[src/rtl/clock_display_mux_if.sv]
// Time-field inputs and 7-segment pad outputs of the display multiplexer.
// The slave modport is the multiplexer; the master side supplies time and observes pads.
interface clock_display_mux_if;
    logic [5:0] hours;
    logic [5:0] minutes;
    logic [5:0] seconds;
    logic       blank_lead;
    logic       colon_blink;
    logic [6:0] seg;
    logic       dp;
    logic [5:0] digit_en;
    logic [7:0] seg_oeb;
    logic [5:0] digit_oeb;

    modport slave (
        input  hours, minutes, seconds, blank_lead, colon_blink,
        output seg, dp, digit_en, seg_oeb, digit_oeb
    );

    modport master (
        output hours, minutes, seconds, blank_lead, colon_blink,
        input  seg, dp, digit_en, seg_oeb, digit_oeb
    );
endinterface

[src/rtl/clock_display_mux.sv]
// Six-digit multiplexed 7-segment driver for HH:MM:SS, with a per-frame time snapshot,
// BCD split, dash on out-of-range fields, leading-zero blanking and a blank gap per slot.
module clock_display_mux #(
    parameter int SCAN_DIV  = 50000,
    parameter int BLANK_CYC = 500
) (
    input  logic                 clk,
    input  logic                 reset,
    clock_display_mux_if.slave   bus
);
    localparam int CW = (SCAN_DIV > 2) ? $clog2(SCAN_DIV) : 1;
    localparam logic [CW-1:0] CNT_LAST = CW'(SCAN_DIV - 1);
    localparam logic [CW-1:0] CNT_ACT  = CW'(SCAN_DIV - BLANK_CYC);

    logic [CW-1:0] cnt_q, cnt_d;
    logic [2:0]    idx_q, idx_d;
    logic [5:0]    h_snap_q, h_snap_d;
    logic [5:0]    m_snap_q, m_snap_d;
    logic [5:0]    s_snap_q, s_snap_d;
    logic          bl_snap_q, bl_snap_d;
    logic          cb_snap_q, cb_snap_d;
    logic [6:0]    seg_q, seg_d;
    logic          dp_q, dp_d;
    logic [5:0]    digit_en_q, digit_en_d;

    logic          active;
    logic [5:0]    field;
    logic [5:0]    field_max;
    logic          out_of_range;
    logic [3:0]    tens;
    logic [3:0]    ones;
    logic [3:0]    digit;
    logic          colon_on;

    function automatic logic [3:0] tens_of(input logic [5:0] v);
        logic [3:0] t;
        if (v >= 6'd60)      t = 4'd6;
        else if (v >= 6'd50) t = 4'd5;
        else if (v >= 6'd40) t = 4'd4;
        else if (v >= 6'd30) t = 4'd3;
        else if (v >= 6'd20) t = 4'd2;
        else if (v >= 6'd10) t = 4'd1;
        else                 t = 4'd0;
        return t;
    endfunction

    function automatic logic [6:0] seg_code(input logic [3:0] d);
        logic [6:0] s;
        case (d)
            4'd0:    s = 7'h3F;
            4'd1:    s = 7'h06;
            4'd2:    s = 7'h5B;
            4'd3:    s = 7'h4F;
            4'd4:    s = 7'h66;
            4'd5:    s = 7'h6D;
            4'd6:    s = 7'h7D;
            4'd7:    s = 7'h07;
            4'd8:    s = 7'h7F;
            4'd9:    s = 7'h6F;
            default: s = 7'h00;
        endcase
        return s;
    endfunction

    // Counter, digit index and frame snapshot
    always_comb begin
        cnt_d     = cnt_q;
        idx_d     = idx_q;
        h_snap_d  = h_snap_q;
        m_snap_d  = m_snap_q;
        s_snap_d  = s_snap_q;
        bl_snap_d = bl_snap_q;
        cb_snap_d = cb_snap_q;
        if (cnt_q == CNT_LAST) begin
            cnt_d = '0;
            if (idx_q == 3'd5) begin
                idx_d     = 3'd0;
                h_snap_d  = bus.hours;
                m_snap_d  = bus.minutes;
                s_snap_d  = bus.seconds;
                bl_snap_d = bus.blank_lead;
                cb_snap_d = bus.colon_blink;
            end else begin
                idx_d = idx_q + 3'd1;
            end
        end else begin
            cnt_d = cnt_q + CW'(1);
        end
    end

    // Digit content for the current slot, registered into the pad outputs
    always_comb begin
        active    = (cnt_q < CNT_ACT);
        colon_on  = !cb_snap_q || !s_snap_q[0];
        field     = s_snap_q;
        field_max = 6'd59;
        case (idx_q[2:1])
            2'd0: begin
                field     = h_snap_q;
                field_max = 6'd23;
            end
            2'd1:    field = m_snap_q;
            default: field = s_snap_q;
        endcase
        out_of_range = (field > field_max);
        tens  = tens_of(field);
        ones  = 4'(field - (6'(tens) * 6'd10));
        digit = idx_q[0] ? ones : tens;

        seg_d      = 7'h00;
        dp_d       = 1'b0;
        digit_en_d = 6'b0;
        if (active) begin
            digit_en_d = 6'b000001 << idx_q;
            if (out_of_range)
                seg_d = 7'h40;
            else if ((idx_q == 3'd0) && bl_snap_q && (h_snap_q < 6'd10))
                seg_d = 7'h00;
            else
                seg_d = seg_code(digit);
            dp_d = colon_on && ((idx_q == 3'd1) || (idx_q == 3'd3));
        end
    end

    always_ff @(posedge clk) begin
        if (reset) begin
            cnt_q      <= '0;
            idx_q      <= 3'd0;
            h_snap_q   <= 6'd0;
            m_snap_q   <= 6'd0;
            s_snap_q   <= 6'd0;
            bl_snap_q  <= 1'b0;
            cb_snap_q  <= 1'b0;
            seg_q      <= 7'h00;
            dp_q       <= 1'b0;
            digit_en_q <= 6'b0;
        end else begin
            cnt_q      <= cnt_d;
            idx_q      <= idx_d;
            h_snap_q   <= h_snap_d;
            m_snap_q   <= m_snap_d;
            s_snap_q   <= s_snap_d;
            bl_snap_q  <= bl_snap_d;
            cb_snap_q  <= cb_snap_d;
            seg_q      <= seg_d;
            dp_q       <= dp_d;
            digit_en_q <= digit_en_d;
        end
    end

    assign bus.seg       = seg_q;
    assign bus.dp        = dp_q;
    assign bus.digit_en  = digit_en_q;
    assign bus.seg_oeb   = 8'h00;
    assign bus.digit_oeb = 6'h00;
endmodule

[src/flat_wrapper.sv]
// flat-port wrapper written by rule: the top's interface ports become plain ports
module clock_display_mux_flat 
#(
    parameter int SCAN_DIV  = 50000,
    parameter int BLANK_CYC = 500
)
  (clk, reset, bus_hours, bus_minutes, bus_seconds, bus_blank_lead, bus_colon_blink, bus_seg, bus_dp, bus_digit_en, bus_seg_oeb, bus_digit_oeb);
  clock_display_mux_if bus_i ();
  input  logic clk;
  input  logic reset;
  input wire logic [$bits(bus_i.hours)-1:0] bus_hours;
  input wire logic [$bits(bus_i.minutes)-1:0] bus_minutes;
  input wire logic [$bits(bus_i.seconds)-1:0] bus_seconds;
  input wire logic [$bits(bus_i.blank_lead)-1:0] bus_blank_lead;
  input wire logic [$bits(bus_i.colon_blink)-1:0] bus_colon_blink;
  output wire logic [$bits(bus_i.seg)-1:0] bus_seg;
  output wire logic [$bits(bus_i.dp)-1:0] bus_dp;
  output wire logic [$bits(bus_i.digit_en)-1:0] bus_digit_en;
  output wire logic [$bits(bus_i.seg_oeb)-1:0] bus_seg_oeb;
  output wire logic [$bits(bus_i.digit_oeb)-1:0] bus_digit_oeb;
  assign bus_i.hours = bus_hours;
  assign bus_i.minutes = bus_minutes;
  assign bus_i.seconds = bus_seconds;
  assign bus_i.blank_lead = bus_blank_lead;
  assign bus_i.colon_blink = bus_colon_blink;
  assign bus_seg = bus_i.seg;
  assign bus_dp = bus_i.dp;
  assign bus_digit_en = bus_i.digit_en;
  assign bus_seg_oeb = bus_i.seg_oeb;
  assign bus_digit_oeb = bus_i.digit_oeb;
  clock_display_mux #(.SCAN_DIV(SCAN_DIV), .BLANK_CYC(BLANK_CYC)) u_core (.clk(clk), .reset(reset), .bus(bus_i));
endmodule
[config.mk]
export PLATFORM = sky130hd
export DESIGN_NAME = clock_display_mux_flat
export DESIGN_NICKNAME = d
export VERILOG_FILES = /design/src/rtl/clock_display_mux_if.sv /design/src/rtl/clock_display_mux.sv /design/src/flat_wrapper.sv
export SDC_FILE = /design/constraint.sdc
export NUM_CORES = 1
export LEC_CHECK = 0
export ABC_AREA = 0
export CORE_UTILIZATION = 40
export CTS_CLUSTER_SIZE = 28
export DETAILED_ROUTE_END_ITERATION = 8
export HOLD_SLACK_MARGIN = 0.15
export PLACE_DENSITY = 0.63
export SLEW_MARGIN = 10
export SYNTH_ARGS = -nofsm -noshare
export SYNTH_HDL_FRONTEND = slang
export SYNTH_SLANG_ARGS = --single-unit
export TNS_END_PERCENT = 30
[constraint.sdc]
create_clock -name clk -period 5.5 [get_ports clk]
set_input_delay 1.1 -clock clk [delete_from_list [all_inputs] [get_ports clk]]
set_output_delay 1.1 -clock clk [all_outputs]
set_load 0.1 [all_outputs]
# Word-level counts from Yosys, hierarchy flattened
# Memory sizes are Yosys's and may differ from the RTL's.
# Cells that the tools add are included.
[word_totals]
memories = 1
register_bits = 53
wordCells = 57
in_bits = 22
rom_bits = 112
[classes]
multipliers = 1
n_lt_le_gt_ge = 9
n_eq_ne = 5
addsub = 3
muxes = 12
shifts = 1
bitwise = 1
n_reduce_logical = 13
[memory_table]
columns = ["name", "depth", "word_bits", "read_ports", "rd_ports_with_merged_regs", "wr", "line_no", "rtl"]
rows = [
  ["(no name shown)", 16, 7, 1, 0, 0, "clock_display_mux.sv:49", "case (d)"],
]
[ops]
columns = ["cell", "n"]
rows = [
  ["4-bit two-way mux", 6],
  ["6-bit greater-or-equal comparator (second input constant)", 3],
  ["16-bit by 1-bit adder with 16-bit output (second input constant)", 1],
  ["16-bit equality test (second input constant)", 1],
  ["16-bit less-than comparator (second input constant)", 1],
  ["7-bit two-way mux", 2],
  ["6-bit by 5-bit greater-or-equal comparator with 1-bit output (second input constant)", 2],
  ["6-bit one-hot mux with 2 select lines", 1],
  ["6-bit by 4-bit greater-or-equal comparator with 1-bit output (second input constant)", 1],
  ["6-bit > comparator", 1],
  ["6-bit by 4-bit less-than comparator with 1-bit output (second input constant)", 1],
  ["6-bit two-way mux", 1],
  ["1-bit by 3-bit left shift with 6-bit output (first input constant)", 1],
  ["4-bit by 3-bit multiplier with 3-bit output (second input constant)", 1],
  ["2-bit OR reduction", 2],
  ["4-bit OR reduction", 1],
  ["4-bit subtractor", 1],
  ["3-bit by 1-bit adder with 3-bit output (second input constant)", 1],
  ["3-bit by 1-bit equality test with 1-bit output (second input constant)", 1],
  ["3-bit by 2-bit equality test with 1-bit output (second input constant)", 1],
  ["3-bit equality test (second input constant)", 1],
  ["1-bit logical AND", 3],
  ["3-bit zero test", 1],
  ["3-bit two-way mux", 1],
  ["7 further kinds", 9],
]

# Logic depth before layout (Yosys ltp)
# An unclocked memory read counts as a cell.
[depth]
word_depth = 15
depth_mapped = 15
mapped_depth_nobuf = 14

# Least setup slack after synthesis
# OpenSTA, ideal clock, no wires.
[synth_path]
kind = "register -> register"
start = "register u_core.idx_q[1]"
end = "register u_core.seg_q[5] (netlist: u_core.bus.seg[5])"
path_slack_ps = 2519
t_arrival_ps = 2911
stages_incl_launch_ff = 15
n_path_buf = 2
path_cell_list = "dfxtp_1 > buf_6 > mux2i_1 > o21ai_1 > or4_1 > a21oi_1 > nor3_1 > ha_1 > inv_1 > fa_1 > a21oi_1 > clkbuf_1 > and2_1 > o21ai_0 > a21oi_1"
[synth_via]
elab_chain_len = 13
word_cells_on_any_way = 25
cone_classes = "1 x add/sub; 1 x mul; 7 x order compare; 1 x eq/ne; 9 x mux; 5 x reduce/logical; 1 x memory"
[synth_lines]
columns = ["element", "line_no", "rtl"]
rows = [
  ["start: declaration", "clock_display_mux.sv:16", "logic [2:0] idx_q, idx_d;"],
  ["start signal: assignment", "clock_display_mux.sv:139", "idx_q <= idx_d;"],
  ["2-bit by 1-bit equality test with 1-bit output / 2-bit zero test (equally long branches)", "clock_display_mux.sv:97", "case (idx_q[2:1])"],
  ["6-bit one-hot mux with 2 select lines", "clock_display_mux.sv:97", ""],
  ["6-bit by 4-bit greater-or-equal comparator with 1-bit output", "clock_display_mux.sv:42", "else if (v >= 6'd10) t = 4'd1;"],
  ["1-bit two-way mux", "clock_display_mux.sv:42", ""],
  ["4-bit two-way mux", "clock_display_mux.sv:41", "else if (v >= 6'd20) t = 4'd2;"],
  ["4-bit two-way mux", "clock_display_mux.sv:40", "else if (v >= 6'd30) t = 4'd3;"],
  ["4-bit two-way mux", "clock_display_mux.sv:39", "else if (v >= 6'd40) t = 4'd4;"],
  ["4-bit two-way mux", "clock_display_mux.sv:38", "else if (v >= 6'd50) t = 4'd5;"],
  ["4-bit two-way mux", "clock_display_mux.sv:37", "if (v >= 6'd60) t = 4'd6;"],
  ["4-bit by 3-bit multiplier with 3-bit output", "clock_display_mux.sv:107", "ones = 4'(field - (6'(tens) * 6'd10));"],
  ["4-bit subtractor", "clock_display_mux.sv:107", ""],
  ["4-bit two-way mux", "clock_display_mux.sv:108", "digit = idx_q[0] ? ones : tens;"],
  ["memory 16 x 7 bit", "--", ""],
  ["end signal: assignment", "clock_display_mux.sv:145", "seg_q <= seg_d;"],
  ["end: declaration", "clock_display_mux.sv:22", "logic [6:0] seg_q, seg_d;"],
]
# Several ways; a longest one is shown, not always the timed one.
# A chain may end at the register's enable or synchronous reset.

# Worst setup path after layout
[layout_path]
start = "register u_core.idx_q[1]"
end = "register u_core.seg_q[6] (netlist: u_core.bus.seg[6])"
[layout_via]
elab_chain_len = 15
word_cells_on_any_way = 26
cone_classes = "1 x add/sub; 1 x mul; 7 x order compare; 1 x eq/ne; 11 x mux; 4 x reduce/logical; 1 x memory"
[layout_lines]
columns = ["element", "line_no", "rtl"]
rows = [
  ["2-bit by 1-bit equality test with 1-bit output / 2-bit zero test (equally long branches)", "clock_display_mux.sv:97", ""],
  ["6-bit one-hot mux with 2 select lines", "clock_display_mux.sv:97", ""],
  ["6-bit by 4-bit greater-or-equal comparator with 1-bit output", "clock_display_mux.sv:42", ""],
  ["1-bit two-way mux", "clock_display_mux.sv:42", ""],
  ["4-bit two-way mux", "clock_display_mux.sv:41", ""],
  ["4-bit two-way mux", "clock_display_mux.sv:40", ""],
  ["4-bit two-way mux", "clock_display_mux.sv:39", ""],
  ["4-bit two-way mux", "clock_display_mux.sv:38", ""],
  ["4-bit two-way mux", "clock_display_mux.sv:37", ""],
  ["4-bit by 3-bit multiplier with 3-bit output", "clock_display_mux.sv:107", ""],
  ["4-bit subtractor", "clock_display_mux.sv:107", ""],
  ["4-bit two-way mux", "clock_display_mux.sv:108", ""],
  ["memory 16 x 7 bit", "--", ""],
  ["7-bit two-way mux", "clock_display_mux.sv:117", "else if ((idx_q == 3'd0) && bl_snap_q && (h_snap_q < 6'd10))"],
  ["7-bit two-way mux *", "clock_display_mux.sv:115", "if (out_of_range)"],
]
# Every way passes the cells marked *; elsewhere a longest branch is shown, timed or not.

==> results.cfg <==
[outcome]
outcome = finished, violations left
violations = design-rule violations

[critical_path]
ff2ff_setup_slack_ns = 1.82
cp_num_buf_inv = 1
path_max_fanout = 14
end_kind = register
path_class = reg -> reg
cpMostUsedCell = a21oi_1
cp.arrival_ns = 3.92
required_ns = 5.73
cp_cell_sequence = mux2i_1 -> o21ai_1 -> or4_1 -> a21oi_1 -> nor3_1 -> ha_1 -> inv_1 -> fa_1 -> a21oi_1 -> nand3_1 -> a31oi_1
crit_slowest_cell = dfxtp_1
max_stage_delay_ns = 0.69
crit_family = compound AO/OA/AOI/OAI gates
crit_path_start_kind = register

[layout]
syn_to_final_growth_pct = 15.7
n_antenna_cell = 0
fin_area_um2 = 3120
nets = 387
post-route-util_pct = 48.6
layout-drive-gt1-share_pct = 4.79
final_cells = 432

[synthesis]
yosys.area.top_type = dfxtp_1
synth_top_area_share_pct = 39.3
syn_area_per_cell_um2 = 8.23
synth_flop_cell = dfxtp_1
synth_cells = 328
synth.area.top_cells = dfxtp_1 (39%), nand2_1 (7.6%), a21oi_1 (5.9%)
ys_ff_latch = 53
ys_types = 47
synth_edf_count = 0
async_flop_share_pct = 0
yosys_warnings = 0
synth_area_um2 = 2700
synth_seq_area_share_pct = 39.3

[drt]
drc = 12
wl_per_cell_um = 11.9
vias = 2202
totalWireLength_um = 5150
viasPerCell = 5.10
ant_nets = 0
dr.pass1.iters = 8
first_iter_violations = 72

[pwr]
power_density_nw_per_um2 = 240
vdd_drop_max_uv = 112
p_leak_nw = 1.16
total_power_mw = 0.751

[sta]
slew_violations = 0
worst_pin_slew_ns = 0.971
hold_viol_final = 0
worst_slew_margin_rel_pct = 35.1
setup_viol = 0
fin_ws_ns = 1.82
fin_crit_ns = 3.68
fmax_ghz = 0.272
clock_skew_ns = 0.0111
rsz0062_at_grt = false
setup_tns_ns = 0
whs_ns = 0.443
period_share_pct = 67.0

[cts]
cts_buffers = 5
cts_resized = 0
clkSinkCount = 53
cts_tree = done
post_cts_buffers = 0
root_buffer = clkbuf_8
hold_buffers = 0
clk_latency_ns = 0.31
clockBufferDepth = 2
cts_htree_levels = 2
clk_pin_slew_ns = 0.10

[place]
io_buffers = 35
gp_congestion = 0.869
dp_cells = 424
post-place-ws_ns = 1.86
hpwl_um = 3780
placed_area_um2 = 3010

[worst_hold_path]
hp-class = reg -> reg

[floorplan]
die_w_um = 84.2
rows = 29
die_h_um = 84.2
io_pins = 50
dieArea_um2 = 7080
design.core.area_um2 = 6420
start_util_pct = 42.0

[grt]
grt_pass1_wl_um = 8920
grt_pass1_vias = 1961
antenna_found_initial = 0
grt_usage_pct = 15.4
grt_overflow_total = 0
grt_max_degree = 27

[job]
cap_violations = 0
==> layer usage <==
metal | GRT usage, % | up-vias | part of all wire (%)
met2 | 24.7 | 55 | 45
li1 | - | 1136 | -
met1 | 21.0 | 1004 | 50
met4 | 4.08 | 0 | 0.97
met5 | 0 | - | 0
met3 | 3.74 | 7 | 3.9
==> sequential cells by signal (all words and copies together) (netlist names) <==
register,cells
u_core.cb_snap_q,1
u_core.bus.digit_en,6
u_core.bus.seg,7
u_core.h_snap_q,6
u_core.idx_q,3
u_core.cnt_q,16
u_core.m_snap_q,6
u_core.s_snap_q,6
u_core.bl_snap_q,1
u_core.bus.dp,1
==> final timing paths <==
kind,cells past startpoint,end,startpoint
worst max register to register,11,u_core.bus.seg[6],u_core.idx_q[1]
worst min register to register,1,u_core.cnt_q[0],u_core.cnt_q[0]
worst max-delay path,11,u_core.bus.seg[6],u_core.idx_q[1]
worst min-delay path,1,u_core.cnt_q[0],u_core.cnt_q[0]
==> area by class of cell <==
type / instances / area [um2]
repair buffers: 35 / 350
clock inverters: 3 / 43.8
well taps: 77 / 96.3
fillers: 666 / 3300
inverters: 12 / 45.0
clock buffers: 5 / 68.8
flip-flops and latches: 53 / 1060
multi-input cells: 247 / 1460
==> synthesized netlist by cell type, types with 2 or more instances <==
cell type,number
a211oi_1,2
a21oi_1,32
a31oi_1,7
and2_1,3
and3_1,4
buf_4,16
clkbuf_1,11
dfxtp_1,53
ha_1,10
inv_1,12
mux2_4,2
mux2i_1,10
nand2_1,55
nand2b_1,3
nand3_1,9
nand3b_1,4
nand4_1,3
nor2_1,30
nor3_1,3
nor3b_1,2
nor4_1,3
nor4b_1,2
o21a_1,3
o21ai_0,10
o21ai_1,2
o22ai_1,2
or3_1,4
xnor2_1,5
xor2_1,8
==> power breakdown <==
part           switching (mW)  internal, mW  total (mW)
registers             0.00185         0.388       0.390
clock network           0.131         0.137       0.267
logic                  0.0732        0.0206      0.0938
total                   0.206         0.545       0.751
==> cells by family after synthesis <==
group	after synthesis	share of synthesized area [%]
buffers and inverters	41	8.62
flip-flops	53	39.3
AND/OR/NAND/NOR	132	23.2
adder cells (fa/ha/maj)	12	5.75
AO/OA/AOI/OAI	63	13.2
multiplexers	13	5.65
XOR/XNOR	13	4.22
other	1	0.139
==> placed cells by master (no fill, tap or decap), types with 3 or more instances in the layout <==
master	instances
nand2_1	55
dfxtp_1	53
clkdlybuf4s50_1	35
a21oi_1	32
nor2_1	29
conb_1	14
inv_1	12
mux2i_1	10
o21ai_0	10
ha_1	10
nand3_1	9
xor2_1	8
a31oi_1	7
xnor2_1	5
clkbuf_8	5
and3_1	4
or3_1	4
nand3b_1	4
o21a_1	3
nor4_1	3
nor3_1	3
and2_1	3
nand4_1	3
nand2b_1	3
Note: power is estimated with default switching activity, not from simulation.
